<file path="config.mk">
export PLATFORM = sky130hd
export DESIGN_NAME = forwarding_unit
export DESIGN_NICKNAME = d
export VERILOG_FILES = /design/src/rtl/forwarding_unit.sv
export SDC_FILE = /design/constraint.sdc
export NUM_CORES = 1
export LEC_CHECK = 0
export ABC_AREA = 1
export CAP_MARGIN = 15
export CORE_MARGIN = 2
export CORE_UTILIZATION = 51
export DETAILED_ROUTE_END_ITERATION = 7
export GPL_TIMING_DRIVEN = 0
export HOLD_SLACK_MARGIN = 0.12
export PLACE_DENSITY = 0.77
export SLEW_MARGIN = 20
export SYNTH_ARGS = -nofsm -noshare
export SYNTH_HDL_FRONTEND = slang
export SYNTH_SLANG_ARGS = --single-unit
</file>
<file path="constraint.sdc">
create_clock -name clk -period 2.1 [get_ports clk]
set_clock_uncertainty 0.15 [all_clocks]
set_input_delay 0.63 -clock clk [delete_from_list [all_inputs] [get_ports clk]]
set_output_delay 0.63 -clock clk [all_outputs]
set_load 0.01 [all_outputs]
</file>
<file path="src/rtl/forwarding_unit.sv">
// forwarding_unit: operand-forwarding selects, load-use stall and WB write-port control
// for the 5-stage pipeline, from a three-slot EXE/MEM/WB destination tracker.
module forwarding_unit #(
    parameter int REG_BITS = 3,
    parameter int CNT_BITS = 16
) (
    input  logic                clk,
    input  logic                reset,
    input  logic                valid_ID,
    input  logic [REG_BITS-1:0] Ra_ID,
    input  logic [REG_BITS-1:0] Rb_ID,
    input  logic [REG_BITS-1:0] Rd_ID,
    input  logic                useA_ID,
    input  logic                useB_ID,
    input  logic                RegWrite_ID,
    input  logic                MemRead_ID,
    input  logic                flush,
    output logic [1:0]          ForwardA,
    output logic [1:0]          ForwardB,
    output logic                stall,
    output logic [REG_BITS-1:0] DestinationRegister,
    output logic                WB_signals,
    output logic [CNT_BITS-1:0] stall_count
);
    typedef struct packed {
        logic                v;
        logic [REG_BITS-1:0] rd;
        logic                rw;
        logic                ld;
    } slot_t;

    slot_t               exe_q, mem_q, wb_q, exe_d;
    logic [CNT_BITS-1:0] cnt_q, cnt_d;
    logic                stall_raw, go;

    function automatic logic writes(input slot_t s, input logic [REG_BITS-1:0] r);
        return s.v & s.rw & (s.rd == r) & (r != '0);
    endfunction

    // Youngest producer wins; a load still in EXE has no data yet, so it never forwards.
    function automatic logic [1:0] fwd(input logic en, input logic [REG_BITS-1:0] r,
                                       input slot_t e, input slot_t m, input slot_t w,
                                       input logic stl);
        return !en                      ? 2'b00 :
               (writes(e, r) & ~e.ld)   ? (stl ? 2'b00 : 2'b01) :
               writes(m, r)             ? 2'b10 :
               writes(w, r)             ? 2'b11 : 2'b00;
    endfunction

    always_comb begin
        stall_raw = valid_ID & ~flush & exe_q.v & exe_q.ld & exe_q.rw & (exe_q.rd != '0) &
                    ((useA_ID & (Ra_ID == exe_q.rd)) | (useB_ID & (Rb_ID == exe_q.rd)));
        go        = valid_ID & ~flush & ~stall_raw;
        exe_d     = {go, Rd_ID, go & RegWrite_ID, go & MemRead_ID};
        cnt_d     = (stall_raw & ~&cnt_q) ? cnt_q + CNT_BITS'(1) : cnt_q;
    end

    assign stall               = reset & stall_raw;
    assign ForwardA            = reset ? fwd(valid_ID & useA_ID & (Ra_ID != '0), Ra_ID,
                                             exe_q, mem_q, wb_q, stall_raw) : 2'b00;
    assign ForwardB            = reset ? fwd(valid_ID & useB_ID & (Rb_ID != '0), Rb_ID,
                                             exe_q, mem_q, wb_q, stall_raw) : 2'b00;
    assign DestinationRegister = reset ? wb_q.rd : '0;
    assign WB_signals          = reset & wb_q.v & wb_q.rw & (wb_q.rd != '0);
    assign stall_count         = cnt_q;

    always_ff @(posedge clk) begin
        if (!reset) begin
            exe_q <= '0;
            mem_q <= '0;
            wb_q  <= '0;
            cnt_q <= '0;
        end else begin
            exe_q <= exe_d;
            mem_q <= exe_q;
            wb_q  <= mem_q;
            cnt_q <= cnt_d;
        end
    end
endmodule

</file>
==> flow_summary.yaml, run 1 <==
synth:
  synth.distinct_cells: 31
  seq_area_frac_synth_pct: 32.6
  synth.net_count: 333
  synth_area_um2: 1960
  synth_warnings: 0
  ys_seq_elements: 32
  synthCells: 315
  synth.avg_cell_area_um2: 6.24
floorplanning:
  coreArea_um2: 3690
  fp.dieH_um: 66.1
  ioPinCount: 42
  num_rows: 22
  die_w_um: 66.1
  initial_core_util_pct: 53.3
  die-area_um2: 4360
cells_and_area:
  final_core_util_pct: 78.6
  stdcell_count: 430
  area_delta_synth_final_pct: 47.6
  diodes: 0
  layout_common_cells: "84 x nand2_1, 43 x inv_1, 33 x nor2_1"
  drive_above_1_share_pct: 28.5
  multi_input_area_um2: 1240
  finalNetCount: 399
  fill_cells: 273
  final_common_cell: "nand2_1"
  seqCellArea_um2: 657
drt:
  drt_iter0_markers: 207
  firstDrtPassIters: 4
  drc: 0
  wl_um: 5620
  vias_per_cell: 5.18
  vias: 2227
  final_antenna_net_count: 0
  avgRoutedWirePerCell_um: 13.1
pwr:
  switching_share_pct: 27.2
  clockPowerShare_pct: 39.0
  p_int_uw: 968
  vdd_ir_drop_max_mv: 0.414
  switchingPower_uw: 361
  power_frac_comb_pct: 13.6
  p_per_area_nw_per_um2: 458
  power_leakage_nw: 1.27
  seqPwrFrac_pct: 47.4
placement:
  port_buffers: 41
  dp_cells: 404
  dp.final_hpwl_um: 3630
  gp_congestion: 0.872
worst_setup_path:
  crit_type: "in -> out"
  crit_path_max_fanout: 4
  critPathArrivalTime_ns: 1.60
  reg2reg_slack_ns: 0.17
  cp.required_ns: 1.32
  crit_path_end_kind: "output pin"
  cp-start-kind: "input pin"
  rr_startpoint: "stall_count[0]"
  reg2reg_to: "stall_count[14]"
  worst_r2r_path_depth: 9
cts:
  cts.sink_count: 32
  clk_path_buf_depth: 2
  clock_latency_ns: 0.30
  cts.reportedPaths.clkPinSlew_ns: 0.07
  htree_levels: 2
  cts_made_buffers: 5
  cts_tree: "yes"
  root_buffer: "clkbuf_8"
hold_path:
  min_path_cells: 2
  hold_class: "reg -> reg"
  min_from: "exe_q[1]"
  min_to: "mem_q[1]"
timing:
  final_max_slew_viol_count: 0
  hold_violations: 0
  tightest_slew_ns: 0.436
  setup_viol: 5
  layout_setup_ws_ns: -0.285
  min_period_ns: 2.38
  fmax_mhz: 419
  rsz0062_at_grt: "true"
  slew_headroom_pct: 70.9
  finalCritPeriodShare_pct: 114
outcome:
  violations: "setup timing"
  status: "finished, violations left"
run:
  cap_violations: 0
global_routing:
  antenna_found_initial: 0
  grt_max_degree: 12
  grt_pass1_vias: 2032
  grt-ovfl-total: 0
  grt_usage_pct: 27.0
  grt_pass1_wl_um: 9050
==> repair_timing <==
action	CTS	global route
hold endpoints to repair	0	0
setup endpoints to repair	18	20
gates resized for setup	123	47
hold buffers	0	0
pin swaps	24	18
buffers inserted	21	0
gates cloned	2	0
==> Yosys cell counts (all sizes together) <==
library cell   n  area, um2
o211ai         1       7.51
xor2           5       43.8
nor2          44        180
buf            5       36.3
ha             1       12.5
a311oi         1       8.76
nor3           5       41.3
dfxtp         32        641
nand3b         4       30.0
nand2         95        367
a21oi         14       70.1
clkbuf         3       11.3
inv           52        195
o22ai          1       6.26
nand4         19        119
o2111ai        1       8.76
nand3         18       95.1
o21ai          7       35.0
a21boi         2       15.0
nor4           1       6.26
xnor2          4       35.0
==> registers in the layout (all words and copies together) (netlist names) <==
register and cells:
wb_q 5, stall_count 16, mem_q 5, exe_q 6
==> through the flow <==
| stage | total power, mW | setup slack, ns | instance area [um2] | TNS, ns | hold slack, ns |
|---|---|---|---|---|---|
| finish | 1.33 | -0.285 | 2900 | -1.06 | 0.283 |
| CTS | 1.31 | -0.272 | 2780 | -1.02 | 0.285 |
| floorplan | 0.708 | -0.0337 | 1980 | -0.0417 | 0.263 |
| global route | 1.38 | -0.307 | 2900 | -1.34 | 0.303 |
| detailed placement | 0.766 | -1.24 | 2450 | -14.87 | 0.274 |
| global placement | 0.764 | -1.20 | 2450 | -14.37 | 0.265 |
==> metal layers <==
metal  routed length, um  global-route usage, %
met5                   0                      0
met4                  60                   7.14
met3                 442                   5.28
met2                2550                   44.2
met1                2570                   36.4
==> kinds of logic after synthesis <==
logic type / after synthesis / share of synthesized area, %
buffers and inverters: 60 / 12.4
AOI/OAI and AO/OA: 27 / 7.71
DFF: 32 / 32.6
adders and majority gates: 1 / 0.637
xor gates and xnor gates: 9 / 4.01
and+or+nand+nor: 186 / 42.7
==> worst max path at each step <==
stage	startpoint	slack, ns	end
6_report	Ra_ID[0]	-0.28	ForwardA[0]
5_1_grt	Ra_ID[0]	-0.31	ForwardA[0]
4_1_cts	Ra_ID[1]	-0.27	ForwardA[0]
3_5_place_dp	Ra_ID[2]	-1.24	ForwardA[0]
3_3_place_gp	Ra_ID[2]	-1.20	ForwardA[0]
2_1_floorplan	Ra_ID[2]	-0.03	ForwardA[0]
==> layout make-up <==
cell class                      count  share of cell area (%)
Buffer                              8                    2.37
Sequential cell                    32                    22.7
Timing Repair Buffer               58                    19.0
Multi-Input combinational cell    224                    42.9
Clock inverter                      2                   0.518
Inverter                           52                    7.68
Clock buffer                        6                    2.85
Tap cell                           48                    2.07
==> power groups by stage <==
stage	logic, mW	clock network [mW]	registers [mW]
floorplan	0.0700	0	0.638
global placement	0.123	0	0.642
detailed placement	0.124	0	0.642
CTS	0.154	0.524	0.629
global route	0.196	0.557	0.631
finish	0.181	0.519	0.630
==> critical path: stages <==
cell      delay [ns]
buf_8           0.09
inv_1           0.06
nand2_1         0.09
o211ai_1        0.14
nor4_4          0.19
nand2_1         0.08
a21boi_1        0.17
buf_2           0.16
Note: power is estimated with default switching activity, not from simulation.
==> inputs of run 2 (changes only) <==
- CTS_CLUSTER_SIZE: unset -> 14
- HOLD_SLACK_MARGIN: 0.12 -> 0.15
==> results of run 2 <==
Final layout, timing and power as in run 1 (identical DEF).
==> inputs of run 3 (changes only) <==
- CAP_MARGIN: 15 -> 20
- CORE_UTILIZATION: 51 -> 55
- PLACE_DENSITY: 0.77 -> 0.82
- clock period: 2.1 -> 3 ns (I/O delays scaled with it)
==> flow_summary.yaml, run 3 (synthesis results as in run 1) <==
global_routing:
  grt-ovfl-total: 0
  antenna_found_initial: 0
  grt_pass1_wl_um: 8840
  grt_max_degree: 13
  grt_usage_pct: 27.0
  grt_pass1_vias: 1981
hold_path:
  min_from: "exe_q[1]"
  hold_class: "reg -> reg"
floorplanning:
  fp.dieH_um: 63.8
  num_rows: 21
  ioPinCount: 42
  initial_core_util_pct: 58.0
  die_w_um: 63.8
  coreArea_um2: 3390
  die-area_um2: 4070
cells_and_area:
  area_delta_synth_final_pct: 32.0
  final_common_cell: "nand2_1"
  finalNetCount: 391
  fill_cells: 284
  diodes: 0
  drive_above_1_share_pct: 17.6
  seqCellArea_um2: 641
  multi_input_area_um2: 1140
  layout_common_cells: "88 x nand2_1, 46 x inv_1, 35 x nor2_1"
  largest_reg_flops: 16
placement:
  gp_congestion: 0.910
  dp.final_hpwl_um: 3670
  port_buffers: 41
pwr:
  power_leakage_nw: 1.19
  power_uw: 799
  vdd_ir_drop_max_mv: 0.333
  p_per_area_nw_per_um2: 308
worst_setup_path:
  crit_path_max_fanout: 3
  cp.required_ns: 1.95
  cp-start-kind: "input pin"
  crit_path_end_kind: "output pin"
  reg2reg_slack_ns: 1.08
  critPathArrivalTime_ns: 1.92
  rr_startpoint: "stall_count[0]"
  crit_type: "in -> out"
  startpoint: "flush"
drt:
  final_antenna_net_count: 0
  vias_per_cell: 5.20
  met3_length_um: 338
  firstDrtPassIters: 4
  wl_met1_um: 2390
  drt_iter0_markers: 192
  vias: 2183
  avgRoutedWirePerCell_um: 12.1
  wl_met2_um: 2320
  drc: 0
  wl_um: 5080
  top_layer: "met4"
cts:
  clock_latency_ns: 0.33
  htree_levels: 2
  cts.sink_count: 32
  cts.reportedPaths.clkPinSlew_ns: 0.11
  cts_tree: "yes"
  cts_made_buffers: 5
  clk_path_buf_depth: 2
  root_buffer: "clkbuf_4"
timing:
  setup_viol: 0
  rsz0062_at_grt: "true"
  fmax_mhz: 337
  slew_headroom_pct: 71.7
  setup_tns_ns: 0
  tightest_slew_ns: 0.424
  finalCritPeriodShare_pct: 98.9
  hold_violations: 0
  min_period_ns: 2.97
  final_max_slew_viol_count: 0
run:
  cap_violations: 0
outcome:
  status: "finished, final reports clean"
run 3: final timing paths:
path                     to  cells after the start
max                   stall                      8
min                mem_q[1]                      2
max reg2reg  stall_count[2]                      9
min reg2reg        mem_q[1]                      2
run 3: per-stage QoR:
stage / cell area, um2 / hold WS (ns) / util (%) / cells / setup WS, ns
global route: 2590 / 0.308 / 76.5 / 420 / -0.0238
CTS: 2560 / 0.296 / 75.6 / 419 / 0.00463
global placement: 2430 / 0.265 / 71.8 / 402 / -0.823
finish: 2590 / 0.295 / 76.5 / 420 / 0.0334
detailed placement: 2430 / 0.279 / 71.8 / 402 / -0.868
floorplan: 1960 / 0.263 / - / 315 / 0.249
run 3: repair_timing:
action                     4_1_cts  5_1_grt
setup endpoints to repair        9        8
cloned                           0        0
hold buffers                     0        0
gates resized for setup         68       23
buffers inserted                 9        1
pin swaps                       11        9
run 3: worst max-delay path: stages:
cell and delay [ns]:
dlygate4sd2_1 0.26, nor2_4 0.09, nand2_2 0.07, nor3_4 0.21
buf_6 0.14, nand2_4 0.06, nor2_2 0.07, buf_2 0.13
run 3: area by class of cell:
class | count | area share [%]
clock buffers | 5 | 1.45
flip-flops and latches | 32 | 24.7
inverters | 52 | 7.72
plain buffers | 8 | 2.41
repair buffers | 51 | 16.7
well taps | 46 | 2.22
multi-input cells | 223 | 43.8
clock inverters | 3 | 0.917
run 3: power breakdown:
part	internal, mW	switching [mW]
clock	0.0922	0.166
sequential	0.432	0.00816
combinational	0.0448	0.0562
total	0.569	0.230
run 3: layer usage:
metal  GRT usage (%)  up-vias
li1                -     1113
met1            37.8      997
met2            43.2       71
met3            4.75        2
met4            6.79        0
met5               0        -
